## config.mk

```make
export PLATFORM = sky130hd
export DESIGN_NAME = ssd_scan_controller_flat
export DESIGN_NICKNAME = d
export VERILOG_FILES = /design/src/rtl/ssd_scan_controller_if.sv /design/src/rtl/ssd_scan_controller.sv /design/src/flat_wrapper.sv
export SDC_FILE = /design/constraint.sdc
export NUM_CORES = 1
export LEC_CHECK = 0
export BUFFER_PORTS_ARGS = -buffer_cell sky130_fd_sc_hd__buf_2
export CAP_MARGIN = 20
export CORE_MARGIN = 3
export CORE_UTILIZATION = 60
export CTS_CLUSTER_DIAMETER = 100
export CTS_CLUSTER_SIZE = 16
export DETAILED_ROUTE_END_ITERATION = 8
export GPL_TIMING_DRIVEN = 0
export PLACE_DENSITY = 0.86
export SLEW_MARGIN = 10
export SYNTH_ARGS = -nofsm -noshare
export SYNTH_HDL_FRONTEND = slang
export SYNTH_SLANG_ARGS = --single-unit
```

## constraint.sdc

```tcl
create_clock -name clk -period 5.5 [get_ports clk]
set_clock_uncertainty 0.2 [all_clocks]
set_input_delay 1.1 -clock clk [delete_from_list [all_inputs] [get_ports clk]]
set_output_delay 1.1 -clock clk [all_outputs]
set_load 0.005 [all_outputs]
```

## src/rtl/ssd_scan_controller_if.sv

```systemverilog
// Host-side bundle for the seven-segment scan controller: value/strobe/control
// inputs and the registered drive signals for the shared decoder and anodes.
interface ssd_scan_controller_if #(
  parameter int DIGITS = 4
);
  logic [4*DIGITS-1:0] value;
  logic                load;
  logic                enable;
  logic                lz_blank;
  logic [3:0]          nibble;
  logic [DIGITS-1:0]   anode;
  logic                blank;
  logic                frame_done;
  logic                load_ack;

  modport master (
    output value, load, enable, lz_blank,
    input  nibble, anode, blank, frame_done, load_ack
  );

  modport slave (
    input  value, load, enable, lz_blank,
    output nibble, anode, blank, frame_done, load_ack
  );
endinterface

```

## src/rtl/ssd_scan_controller.sv

```systemverilog
// Time-multiplexed common-anode digit scanner with per-slot dead time,
// frame-boundary double buffering and optional leading-zero suppression.
module ssd_scan_controller #(
  parameter int DIGITS       = 4,
  parameter int PRESCALE     = 50000,
  parameter int BLANK_CYCLES = 16
) (
  input  logic                 clk,
  input  logic                 rst,
  ssd_scan_controller_if.slave bus
);

  localparam int CNT_W = $clog2(PRESCALE);
  localparam int IDX_W = (DIGITS > 1) ? $clog2(DIGITS) : 1;
  localparam logic [CNT_W-1:0] CNT_LAST = CNT_W'(PRESCALE - 1);
  localparam logic [CNT_W-1:0] GAP_LAST = CNT_W'(BLANK_CYCLES - 1);
  localparam logic [IDX_W-1:0] IDX_LAST = IDX_W'(DIGITS - 1);

  typedef enum logic [1:0] {IDLE, GAP, SHOW} state_t;

  state_t              state, state_n;
  logic [IDX_W-1:0]    idx, idx_n;
  logic [CNT_W-1:0]    cnt, cnt_n;
  logic [4*DIGITS-1:0] disp, disp_n, pend;
  logic                pflag, commit;
  logic [DIGITS-1:0]   zero_top;
  logic                run, suppress;
  logic [3:0]          nibble_n;
  logic [DIGITS-1:0]   anode_n;
  logic                blank_n, frame_done_n, load_ack_n;

  always_ff @(posedge clk or posedge rst) begin
    if (rst) begin
      state          <= IDLE;
      idx            <= '0;
      cnt            <= '0;
      disp           <= '0;
      pend           <= '0;
      pflag          <= 1'b0;
      bus.nibble     <= '0;
      bus.anode      <= '1;
      bus.blank      <= 1'b1;
      bus.frame_done <= 1'b0;
      bus.load_ack   <= 1'b0;
    end else begin
      state <= state_n;
      idx   <= idx_n;
      cnt   <= cnt_n;
      disp  <= disp_n;
      // A load on the commit edge is captured after the old pend is consumed
      if (bus.load) begin
        pend  <= bus.value;
        pflag <= 1'b1;
      end else if (commit) begin
        pflag <= 1'b0;
      end
      bus.nibble     <= nibble_n;
      bus.anode      <= anode_n;
      bus.blank      <= blank_n;
      bus.frame_done <= frame_done_n;
      bus.load_ack   <= load_ack_n;
    end
  end

  always_comb begin
    state_n = state;
    idx_n   = idx;
    cnt_n   = cnt;
    commit  = 1'b0;
    unique case (state)
      IDLE: begin
        if (bus.enable) begin
          state_n = GAP;
          idx_n   = '0;
          cnt_n   = '0;
          commit  = pflag;
        end
      end
      GAP: begin
        if (!bus.enable) begin
          state_n = IDLE;
          idx_n   = '0;
          cnt_n   = '0;
        end else begin
          cnt_n = cnt + 1'b1;
          if (cnt == GAP_LAST) state_n = SHOW;
        end
      end
      SHOW: begin
        if (!bus.enable) begin
          state_n = IDLE;
          idx_n   = '0;
          cnt_n   = '0;
        end else if (cnt == CNT_LAST) begin
          state_n = GAP;
          cnt_n   = '0;
          if (idx == IDX_LAST) begin
            idx_n  = '0;
            commit = pflag;
          end else begin
            idx_n = idx + 1'b1;
          end
        end else begin
          cnt_n = cnt + 1'b1;
        end
      end
      default: begin
        state_n = IDLE;
        idx_n   = '0;
        cnt_n   = '0;
      end
    endcase

    disp_n = commit ? pend : disp;

    // Outputs are derived from next-cycle state so the registers line up with it
    run      = 1'b1;
    zero_top = '0;
    for (int unsigned k = 0; k < DIGITS; k++) begin
      run = run & (disp_n[4*(DIGITS-1-k) +: 4] == 4'h0);
      zero_top[DIGITS-1-k] = run;
    end
    suppress = bus.lz_blank && (idx_n != '0) && zero_top[idx_n];

    nibble_n = '0;
    anode_n  = '1;
    blank_n  = 1'b1;
    if (state_n != IDLE) nibble_n = disp_n[4*idx_n +: 4];
    if (state_n == SHOW && !suppress) begin
      anode_n = ~(DIGITS'(1) << idx_n);
      blank_n = 1'b0;
    end
    frame_done_n = (state_n == SHOW) && (idx_n == IDX_LAST) && (cnt_n == CNT_LAST);
    load_ack_n   = commit;
  end

endmodule

```

## src/flat_wrapper.sv

```systemverilog
// flat-port wrapper written by rule: the top's interface ports become plain ports
module ssd_scan_controller_flat 
#(
  parameter int DIGITS       = 4,
  parameter int PRESCALE     = 50000,
  parameter int BLANK_CYCLES = 16
)
  (clk, rst, bus_value, bus_load, bus_enable, bus_lz_blank, bus_nibble, bus_anode, bus_blank, bus_frame_done, bus_load_ack);
  ssd_scan_controller_if #(.DIGITS(DIGITS)) bus_i ();
  input  logic clk;
  input  logic rst;
  input wire logic [$bits(bus_i.value)-1:0] bus_value;
  input wire logic [$bits(bus_i.load)-1:0] bus_load;
  input wire logic [$bits(bus_i.enable)-1:0] bus_enable;
  input wire logic [$bits(bus_i.lz_blank)-1:0] bus_lz_blank;
  output wire logic [$bits(bus_i.nibble)-1:0] bus_nibble;
  output wire logic [$bits(bus_i.anode)-1:0] bus_anode;
  output wire logic [$bits(bus_i.blank)-1:0] bus_blank;
  output wire logic [$bits(bus_i.frame_done)-1:0] bus_frame_done;
  output wire logic [$bits(bus_i.load_ack)-1:0] bus_load_ack;
  assign bus_i.value = bus_value;
  assign bus_i.load = bus_load;
  assign bus_i.enable = bus_enable;
  assign bus_i.lz_blank = bus_lz_blank;
  assign bus_nibble = bus_i.nibble;
  assign bus_anode = bus_i.anode;
  assign bus_blank = bus_i.blank;
  assign bus_frame_done = bus_i.frame_done;
  assign bus_load_ack = bus_i.load_ack;
  ssd_scan_controller #(.DIGITS(DIGITS), .PRESCALE(PRESCALE), .BLANK_CYCLES(BLANK_CYCLES)) u_core (.clk(clk), .rst(rst), .bus(bus_i));
endmodule
```

==> summary.txt, run 1 <==
Run status
  – Outcome: finished, final reports clean

Timing
  – Fin crit share: about 61%
  – Unrepaired setup endpoints after global routing: false
  – Final number of setup-violating endpoints: 0
  – Minimum clock period: 3.37 ns
  – FMAX: 297 MHz
  – Hold slack: approximately 0.30 ns
  – Setup_tns: 0 ns
  – Slew headroom: between 40% and 50%
  – Fin. Hold Viols: 0
  – Final count of pins violating max slew: 0
  – Worst-margin pin slew: 0.755 ns

Flow run
  – Total of max-cap violations: 0

CTS
  – CTS Hold Bufs: 0
  – Bufs on Longest Clock Path: 2
  – Cts bufs inserted: 9
  – CTS tree: done
  – Setup Buffers After CTS: 0
  – CTS Sinks: 64
  – CTS resizes: 0
  – Clock Latency Late Sink: approximately 0.34 ns
  – Clk pin slew, worst setup/hold paths: ~0.07 ns
  – H-tree levels: 3
  – Root Buffer: clkbuf_8

GRT
  – Vias in the first global route: roughly 2.6k
  – Initial antenna violation count: 0
  – Gr usage total: 25.8%
  – Grt total ovfl: 0
  – First-pass GRT wire length: ~12000 um
  – Largest net degree at the start of global routing: 65

Placed design
  – GPL Wtd Cong: 0.878
  – Number of instances in the placed design: 399
  – Placed cell area: between 3000 and 4000 um2
  – PortBufs: 30
  – Post-DP HPWL: 5070 um

Power
  – Static Leak: approximately 1.6 nW
  – VDD IR max: ~0.24 mV
  – Pwr/cell area: approximately 300 nW/um2

Logic synthesis
  – Register area share after synthesis: between 40% and 50%
  – Post-synth EDFFs: 0
  – Unique masters post-synth: 56
  – Top post-synthesis cells by area: dfrtp_1, mux2_2, dfstp_2
  – Fraction of registers with async set/reset: 100%
  – Seq cells post-synth: 64
  – Synth area leader: dfrtp_1
  – YS warnings: 0
  – Mapped Cells: about 300
  – Syn nets: approximately 320
  – Syn Area/Cell: roughly 11 um2
  – Top-area cell type share of the netlist area: between 40 and 50%
  – Ys flop type: dfrtp_1
  – Netlist area before placement: about 3200 um2

Floorplan
  – Die X: a little under 80 um
  – Chip Height: approximately 80 um
  – Initial Utilization: 62.8%
  – Core Area: about 5100 um2
  – Num rows: 26
  – Die area: 6300 um2
  – Io pins: 32

Worst setup path
  – Setup crit end kind: flip-flop
  – Arrival time worst endpoint: roughly 3.4 ns
  – Worst setup path endpoint: u_core.bus.nibble[1]$_DFF_PP0_
  – CP Class: flip-flop to flip-flop
  – RR Endpoint: u_core.bus.nibble[1]$_DFF_PP0_
  – R2R Path Start: u_core.cnt[11]$_DFF_PP0_
  – CP Launch Type: flip-flop
  – Crit-path max FO: 10
  – Reg2reg path depth: 8
  – Worst R2R Setup Slack: 2.13 ns
  – CP Launch Point: u_core.cnt[11]$_DFF_PP0_
  – Worst endpoint required time: approximately 5.5 ns

Routing
  – Antenna Nets Post-Route: 0
  – Iteration-0 DRC Markers: 313
  – Vias/cell: 6.18
  – DR WL/cell: between 15 and 20 um
  – Final wirelength: around 7300 um
  – Drt drc: 0
  – Via count: 2571
  – Initial DRT Pass Iterations: 4

Layout
  – Final #Nets: between 300 and 400
  – Final core utilization: between 70% and 80%
  – Inserted Diodes: 0
  – Non-Filler Instances: approximately 420
  – Final Cell Area: 3690 um2
  – Area grow syn2layout: 14.3%
  – Layout cells sized above 1: between 20% and 30%

Hold path
  – Type of the worst min-delay path: flip-flop to flip-flop
-- worst max-delay path, cell delays in order, from the launching register on --
cell	delay, ns
dfrtp_1	0.46
or4_4	0.56
nor4_4	0.46
nand2_2	0.13
a211oi_4	0.36
buf_6	0.21
mux2_2	0.36
mux2_2	0.29
a22o_1	0.22
-- state kept, by name (all words and copies together), names as in the netlist, 2 cells and up --
signal,flops
u_core.bus.anode,4
u_core.bus.nibble,4
u_core.cnt,16
u_core.disp,16
u_core.idx,2
u_core.pend,16
u_core.state,2
-- layout make-up --
cell class,count,area [um2]
well taps,70,87.6
plain buffers,12,57.6
clock inverters,2,35.0
fillers,372,1450
inverters,12,47.5
multi-input cells,211,1520
flip-flops and latches,64,1610
clock buffers,14,183
repair buffers,31,155
-- where the power goes --
group | internal [mW] | total [mW] | switching (mW)
sequential | 0.518 | 0.546 | 0.0280
clock | 0.258 | 0.426 | 0.168
combinational | 0.0646 | 0.131 | 0.0661
total | 0.840 | 1.10 | 0.262
-- layer usage --
layer	vias up	track usage [%]	share of wire (%)
met5	-	0	0
met4	0	11.9	2.5
met3	23	6.80	6.6
met2	108	44.6	52
met1	1243	29.9	39
li1	1197	-	-
-- worst min-delay path by stage --
stage                                        start                       end  slack (ns)  cells after the start
after floorplan           u_core.disp[0]$_DFF_PP0_  u_core.disp[0]$_DFF_PP0_        0.27                      1
after global placement    u_core.disp[0]$_DFF_PP0_  u_core.disp[0]$_DFF_PP0_        0.28                      1
after detailed placement  u_core.disp[3]$_DFF_PP0_  u_core.disp[3]$_DFF_PP0_        0.29                      1
after CTS                 u_core.disp[2]$_DFF_PP0_  u_core.disp[2]$_DFF_PP0_        0.30                      1
after global routing      u_core.disp[3]$_DFF_PP0_  u_core.disp[3]$_DFF_PP0_        0.32                      1
final                     u_core.disp[2]$_DFF_PP0_  u_core.disp[2]$_DFF_PP0_        0.30                      1
-- cell families (layout without fill, tap and decap cells) --
family                   Yosys count  count (layout)  share of synthesized area [%]
AO/OA/AOI/OAI                     60              60                           13.5
XOR/XNOR                           4               4                           1.09
adder cells (fa/ha/maj)            2               2                          0.775
buffers and inverters             24              71                           3.18
flip-flops                        64              64                           49.8
multiplexers                      40              40                           13.9
AND/OR/NAND/NOR                  105             105                           17.8
-- stage by stage --
| stage | power, mW | setup slack (ns) |
|---|---|---|
| global route | 1.15 | 1.98 |
| global placement | 0.674 | 1.96 |
| detailed placement | 0.682 | 1.98 |
| CTS | 1.11 | 2.15 |
| finish | 1.10 | 2.13 |
| floorplan | 0.639 | 2.44 |
-- cell usage in the layout (no fill, tap or decap), drive strengths merged, types with 3 or more instances in the layout --
| cell type | netlist | layout |
|---|---|---|
| a21o | 3 | 3 |
| a21oi | 9 | 9 |
| a22o | 5 | 5 |
| a31oi | 3 | 3 |
| and2 | 4 | 4 |
| and3 | 4 | 4 |
| buf | 6 | 37 |
| clkbuf | 6 | 20 |
| dfrtp | 59 | 59 |
| dfstp | 5 | 5 |
| inv | 11 | 11 |
| mux2 | 38 | 38 |
| nand2 | 25 | 25 |
| nand3 | 7 | 7 |
| nand4 | 9 | 9 |
| nor2 | 17 | 17 |
| nor2b | 5 | 5 |
| nor3 | 9 | 9 |
| nor4 | 12 | 12 |
| o211ai | 3 | 3 |
| o21ai | 14 | 14 |
| o22ai | 3 | 3 |
| o31ai | 6 | 6 |
| xnor2 | 3 | 3 |
-- synthesized netlist by cell type, types with 3 or more instances --
library cell	n
and2_1	4
o22ai_1	3
nor2b_1	5
mux2_2	36
buf_1	3
o31ai_1	5
inv_1	11
nor4_1	11
xnor2_1	3
clkbuf_1	6
nand2_1	24
a21oi_1	9
o21ai_0	14
dfrtp_1	59
nor2_1	17
a22o_1	5
o211ai_1	3
nand4_1	9
nand3_1	7
nor3_1	9
dfstp_2	5
a21o_1	3
and3_1	4
Power figures use the tool's default switching activity.
==> run 2, diff against run 1 <==
- ABC_AREA: default -> 1
- CORE_UTILIZATION: 60 -> 59
- PLACE_DENSITY: 0.86 -> 0.85
- clock period: 5.5 -> 3.49 ns (I/O delays scaled with it)
==> summary.txt, run 2 <==
Floorplan
  – Core Area: 5270 um2 (+2.5%)
  – Chip Height: 80.9 um (+2.0%)
  – Initial Utilization: 62.9% (+0.064 points)
  – Die area: 6550 um2 (+4.0%)
  – Die X: 80.9 um (+2.0%)
  – Io pins: 32 (unchanged)
  – Num rows: 26 (unchanged)

Logic synthesis
  – Seq cells post-synth: 64 (unchanged)
  – Syn Area/Cell: 8.28 um2 (-23%)
  – Synth area leader: dfrtp_1
  – Fraction of registers with async set/reset: 100% (unchanged)
  – Top-area cell type share of the netlist area: 44.6% (-1.2 points)
  – Ys flop type: dfrtp_1
  – YS warnings: 0 (unchanged)
  – Syn nets: 423 (+31%)
  – Top post-synthesis cells by area: dfrtp_1, nand2_1, inv_1
  – Post-synth EDFFs: 0 (unchanged)
  – Register area share after synthesis: 48.5% (-1.3 points)
  – Top cells by count, synth: nand2_1, dfrtp_1, inv_1
  – Netlist area before placement: 3310 um2 (+2.6%)
  – Mapped Cells: 400 (+34%)
  – Count leader, synth: nand2_1
  – Unique masters post-synth: 38 (-32%)

Worst setup path
  – Crit-path cells: ha_1 > nand3_2 > nor2_4 > nand2_2 > nand2_2 > nand2_1 > nand2_1 > nand2_1 > nand2_1 > nand3_1 > nor2_1 > nand4_1 > nor2_1
  – CP Class: flip-flop to flip-flop
  – Critical path's most frequent cell: nand2_1
  – Worst R2R Setup Slack: 0.96 ns (-1.17 ns)
  – Crit-path max FO: 8 (-2)
  – Max incr delay on CP: 0.41 ns (-0.15 ns)
  – CP Launch Type: flip-flop
  – Setup crit end kind: flip-flop
  – Worst path top cell family by delay: simple AND/OR/NAND/NOR gates
  – Worst endpoint required time: 3.56 ns (-1.96 ns)
  – Slowest CP cell: dfrtp_1
  – Buf/Inv on CP: 0 (-1)
  – Arrival time worst endpoint: 2.59 ns (-0.80 ns)

Layout
  – Register area: 1610 um2 (unchanged)
  – Multi-input logic area: 1430 um2 (-5.9%)
  – Area grow syn2layout: 12.7%
  – Final #Nets: 464 (+27%)
  – Inserted Diodes: 0 (unchanged)
  – Layout cells sized above 1: 22.9% (-6.3 points)
  – Largest regs: u_core.cnt x16, u_core.disp x16, u_core.pend x16
  – Filler Cells Inserted: 416 (+12%)
  – Most frequent cells in the layout: nand2_1, dfrtp_1, inv_1, nor2_1, buf_2
  – Commonest non-fill, non-tap cell in the layout: nand2_1

CTS
  – CTS Sinks: 64 (unchanged)
  – CTS tree: done
  – CTS Hold Bufs: 0 (unchanged)
  – CTS resizes: 0 (unchanged)
  – Clk pin slew, worst setup/hold paths: 0.08 ns (about the same)
  – Root Buffer: clkbuf_8
  – Setup Buffers After CTS: 0 (unchanged)
  – Clock Latency Late Sink: 0.34 ns (about the same)
  – Bufs on Longest Clock Path: 2 (unchanged)
  – Cts bufs inserted: 9 (unchanged)
  – H-tree levels: 3 (unchanged)

Flow run
  – Total of max-cap violations: 0 (unchanged)

GRT
  – Initial antenna violation count: 0 (unchanged)
  – Vias in the first global route: 2632 (+0.77%)
  – Grt total ovfl: 0 (unchanged)
  – Gr usage total: 24.7% (-1.2 points)
  – Global Route met2 Usage: 36.5% (-8.1 points)
  – Gr busiest metal: met2
  – Met3 Resource Use GR: 7.10% (+0.29 points)
  – Met1 global-route usage: 34.1% (+4.2 points)
  – Largest net degree at the start of global routing: 65 (unchanged)
  – First-pass GRT wire length: 12200 um (-0.11%)

Timing
  – Unrepaired setup endpoints after global routing: false
  – Setup_tns: 0 ns (unchanged)
  – FMAX: 395 MHz (+33%)
  – Slew headroom: 48.9% (-0.73 points)
  – Fin crit share: 72.5% (+11 points)
  – Final number of setup-violating endpoints: 0 (unchanged)
  – Minimum clock period: 2.53 ns (-0.841 ns)
  – Worst-margin pin slew: 0.766 ns (+0.0109 ns)
  – Final WS setup: 0.960 ns (-1.17 ns)
  – Fin. Hold Viols: 0 (unchanged)
  – Final count of pins violating max slew: 0 (unchanged)

Placed design
  – GPL Wtd Cong: 0.923 (+5.2%)
  – Pre-CTS setup slack: 0.908 ns (-1.07 ns)
  – Post-DP HPWL: 5150 um (+1.6%)
  – PortBufs: 30 (unchanged)

Routing
  – Via count: 2740 (+6.6%)
  – Final wirelength: 7110 um (-2.6%)
  – DR WL/cell: 13.8 um (-21%)
  – Vias/cell: 5.31 (-14%)
  – Drt drc: 0 (unchanged)
  – Iteration-0 DRC Markers: 258 (-18%)
  – Initial DRT Pass Iterations: 5 (+1)
  – Antenna Nets Post-Route: 0 (unchanged)

Power
  – Static Leak: 1.89 nW (+20%)
  – VDD IR max: 0.459 mV (+88%)
  – Pwr/cell area: 470 nW/um2 (+57%)

Run status
  – Outcome: finished, final reports clean

Hold path
  – Type of the worst min-delay path: primary input to asynchronous set/reset pin
## run 2: cell types whose count changed after synthesis, sizes merged, moves of 5 or more
| cell | change |
|---|---|
| a22o | -5 |
| inv | +48 |
| mux2 | -30 |
| nand2 | +85 |
| nand3 | +25 |
| nor2 | +33 |
| nor2b | -5 |
| nor3 | -5 |
| nor4 | -10 |
| o21ai | +16 |
| o31ai | -5 |
## run 2: power breakdown
part | switching [mW] | total (mW) | internal [mW]
sequential | 0.0436 | 0.874 | 0.831
clock | 0.298 | 0.576 | 0.278
combinational | 0.195 | 0.304 | 0.110
## run 2: stage by stage
step	cell area (um2)	utilization (%)	hold WS [ns]	std cells	power [mW]
floorplan	3310	-	0.243	400	1.10
global placement	3550	67.4	0.258	500	1.17
detailed placement	3550	67.4	0.279	500	1.19
CTS	3730	70.8	0.303	516	1.76
global route	3730	70.8	0.328	516	1.84
finish	3730	70.8	0.298	516	1.75
## run 2: final timing paths
kind / startpoint / to / cells past startpoint
worst max-delay path: u_core.cnt[0]$_DFF_PP0_ / u_core.bus.frame_done$_DFF_PP0_ / 13
worst min-delay path: rst / u_core.cnt[13]$_DFF_PP0_ / 2
worst max register to register: u_core.cnt[0]$_DFF_PP0_ / u_core.bus.frame_done$_DFF_PP0_ / 13
worst min register to register: u_core.disp[9]$_DFF_PP0_ / u_core.disp[9]$_DFF_PP0_ / 2
max in group asynchronous: rst / u_core.cnt[0]$_DFF_PP0_ / 2
min in group clk: u_core.disp[9]$_DFF_PP0_ / u_core.disp[9]$_DFF_PP0_ / 2
## run 2: area by class of cell
class                   count  area share [%]
multi-input cells         269            38.3
well taps                  70            2.35
clock inverters             6            1.14
clock buffers              10            3.69
plain buffers               7            1.34
inverters                  60            6.13
repair buffers             30            4.02
flip-flops and latches     64            43.1
## run 2: metal layers
layer | vias to the layer above | routed length, um
met5 | - | 0
li1 | 1354 | -
met4 | 0 | 135
met3 | 14 | 531
met2 | 106 | 3200
met1 | 1266 | 3250
## run 2: cells by family (layout without fill, tap and decap cells)
kind of cell,count (synthesis),count (layout),share of synthesized area (%)
AOI/OAI and AO/OA,50,50,9.25
xor gates and xnor gates,2,2,0.529
adders and majority gates,2,2,0.755
buffers and inverters,67,113,8.35
DFF,64,64,48.5
muxes,8,8,2.72
and+or+nand+nor,207,207,29.9
==> run 3, diff against run 2 <==
- ABC_AREA: 1 -> 0
- clock period: 3.49 -> 2.4 ns (I/O delays scaled with it)
==> summary.txt, run 3 (synthesis gave the netlist of run 1 again) <==
Power
  – Clock share of power: 36.2% (+3.4 points)
  – Power Total: 2.74 mW (+56%)
  – Pwr/cell area: 606 nW/um2 (+29%)
  – VDD IR max: 0.540 mV (+18%)
  – Static Leak: 1.95 nW (+2.9%)
  – P_int: 1.98 mW (+63%)
  – Net Switching: 0.762 mW (+42%)
  – Reg power frac: 46.1% (-3.7 points)
  – Switching part of the total: 27.8% (-2.8 points)
  – Part of the power in combinational logic: 17.6% (+0.3 points)

GRT
  – Largest net degree at the start of global routing: 65 (unchanged)
  – First-pass GRT wire length: 15200 um (+24%)
  – Initial antenna violation count: 0 (unchanged)
  – Grt total ovfl: 0 (unchanged)
  – Vias in the first global route: 2924 (+11%)
  – Gr usage total: 32.1% (+7.4 points)

Layout
  – Filler Cells Inserted: 218 (-48%)
  – Inserted Diodes: 0 (unchanged)
  – Most frequent cells in the layout: dfrtp_1, buf_2, nand2_1, buf_6, buf_4
  – Commonest non-fill, non-tap cell in the layout: dfrtp_1
  – Largest regs: u_core.cnt x16, u_core.disp x16, u_core.pend x16
  – Multi-input logic area: 1930 um2 (+35%)
  – Area grow syn2layout: 40.4%
  – Final #Nets: 406 (-13%)
  – Non-Filler Instances: 458 (-11%)
  – Register area: 1610 um2 (+0.31%)
  – Layout cells sized above 1: 50.5% (+28 points)

Floorplan
  – Core Area: 5200 um2 (-1.2%)
  – Num rows: 26 (unchanged)
  – Io pins: 32 (unchanged)
  – Initial Utilization: 62.0% (-0.85 points)
  – Chip Height: 80.0 um (-1.2%)
  – Die X: 80.0 um (-1.2%)
  – Die area: 6400 um2 (-2.4%)

Hold path
  – Type of the worst min-delay path: primary input to asynchronous set/reset pin

Placed design
  – Post-DP HPWL: 5010 um (-2.7%)
  – Number of instances in the placed design: 399 (-20%)
  – GPL Wtd Cong: 0.881 (-4.5%)
  – PortBufs: 30 (unchanged)

Routing
  – Iteration-0 DRC Markers: 479 (+86%)
  – WL met1: 3880 um (+20%)
  – Antenna Nets Post-Route: 0 (unchanged)
  – Drt drc: 0 (unchanged)
  – Via count: 3201 (+17%)
  – Final wirelength: 11300 um (+59%)
  – DR WL/cell: 24.6 um (+79%)
  – Top Metal Used: met4
  – Vias/cell: 6.99 (+32%)
  – Met3 WL: 1130 um (+110%)
  – Initial DRT Pass Iterations: 7 (+2)
  – Metal2 WL: 5490 um (+72%)

Timing
  – Final count of pins violating max slew: 0 (unchanged)
  – Worst-margin pin slew: 0.927 ns (+0.161 ns)
  – Final WS setup: -0.894 ns (-1.85 ns)
  – Slew headroom: 37.6% (-11 points)
  – Fin crit share: 137% (+65 points)
  – Hold slack: 0.0692 ns (-0.228 ns)
  – Minimum clock period: 3.29 ns (+0.764 ns)
  – Unrepaired setup endpoints after global routing: true
  – Setup_tns: -17.49 ns (-17.49 ns)
  – Final number of setup-violating endpoints: 45 (+45)
  – FMAX: 304 MHz (-23%)
  – Fin. Hold Viols: 0 (unchanged)

CTS
  – CTS Sinks: 64 (unchanged)
  – Root Buffer: clkbuf_8
  – Bufs on Longest Clock Path: 2 (unchanged)
  – Clk pin slew, worst setup/hold paths: 0.08 ns (about the same)
  – CTS tree: done
  – H-tree levels: 3 (unchanged)
  – Clock Latency Late Sink: 0.36 ns (+0.02 ns)
  – Cts bufs inserted: 9 (unchanged)

Worst setup path
  – Setup crit end kind: flip-flop
  – R2R Path Start: u_core.cnt[12]$_DFF_PP0_
  – CP Launch Type: flip-flop
  – Worst endpoint required time: 2.42 ns (-1.14 ns)
  – CP Launch Point: u_core.cnt[12]$_DFF_PP0_
  – Arrival time worst endpoint: 3.32 ns (+0.73 ns)
  – Crit-path max FO: 4 (-4)
  – CP Class: flip-flop to flip-flop

Run status
  – Failing checks: negative setup slack
  – Outcome: complete, but fails checks

Flow run
  – Total of max-cap violations: 0 (unchanged)
-- run 3: worst paths after layout --
check | to | slack (ns) | depth (start not counted)
hold reg to reg | u_core.disp[3]$_DFF_PP0_ | 0.31 | 1
max in group asynchronous | u_core.cnt[5]$_DFF_PP0_ | 1.36 | 2
setup reg to reg | u_core.bus.nibble[1]$_DFF_PP0_ | -0.89 | 9
min in group clk | u_core.pend[14]$_DFFE_PP0P_ | 0.16 | 2
setup / recovery | u_core.bus.nibble[1]$_DFF_PP0_ | -0.89 | 9
hold / removal | u_core.cnt[12]$_DFF_PP0_ | 0.07 | 2
-- run 3: critical path, cell delays in order, from the launching register on --
cell and delay, ns:
dfrtp_1 0.41, or4_4 0.57, nor4_4 0.38, nand2_2 0.13, a211oi_4 0.33, buf_6 0.17
buf_12 0.11, mux2_4 0.31, mux2_4 0.28, a22o_1 0.27
-- run 3: cell type report --
cell class                      instances  area share [%]
Multi-Input combinational cell        212            42.5
Clock inverter                          5            1.21
Clock buffer                           11            3.34
Tap cell                               70            1.93
Buffer                                 10            1.63
Sequential cell                        64            35.6
Inverter                               12            1.21
Timing Repair Buffer                   74            12.6
-- run 3: what timing repair did --
item | in CTS | in global routing
pin swaps | 15 | 25
endpoints found under the setup margin | 43 | 48
hold buffers | 0 | 0
resized for setup | 58 | 51
cloned | 1 | 0
setup buffers | 25 | 20
-- run 3: power by group through the flow --
| stage | registers (mW) | clock network (mW) | logic, mW |
|---|---|---|---|
| final | 1.27 | 0.994 | 0.484 |
| after global routing | 1.27 | 1.04 | 0.508 |
| after detailed placement | 1.27 | 0 | 0.316 |
| after global placement | 1.26 | 0 | 0.305 |
| after CTS | 1.25 | 0.969 | 0.399 |
| after floorplan | 1.25 | 0 | 0.237 |
-- run 3: per-layer routing --
layer  global-route usage (%)  up-vias
li1                         -     1272
met1                     37.4     1526
met2                     56.1      305
met3                     6.21       98
met4                     15.5        0
met5                        0        -
-- run 3: metrics by stage --
step | util [%] | worst slack (ns) | cell area (um2)
after global placement | 68.0 | -0.735 | 3540
after detailed placement | 68.1 | -0.749 | 3540
after global routing | 87.1 | -0.867 | 4530
after CTS | 79.7 | -0.750 | 4150
after floorplan | - | -0.482 | 3300
final | 87.1 | -0.894 | 4530
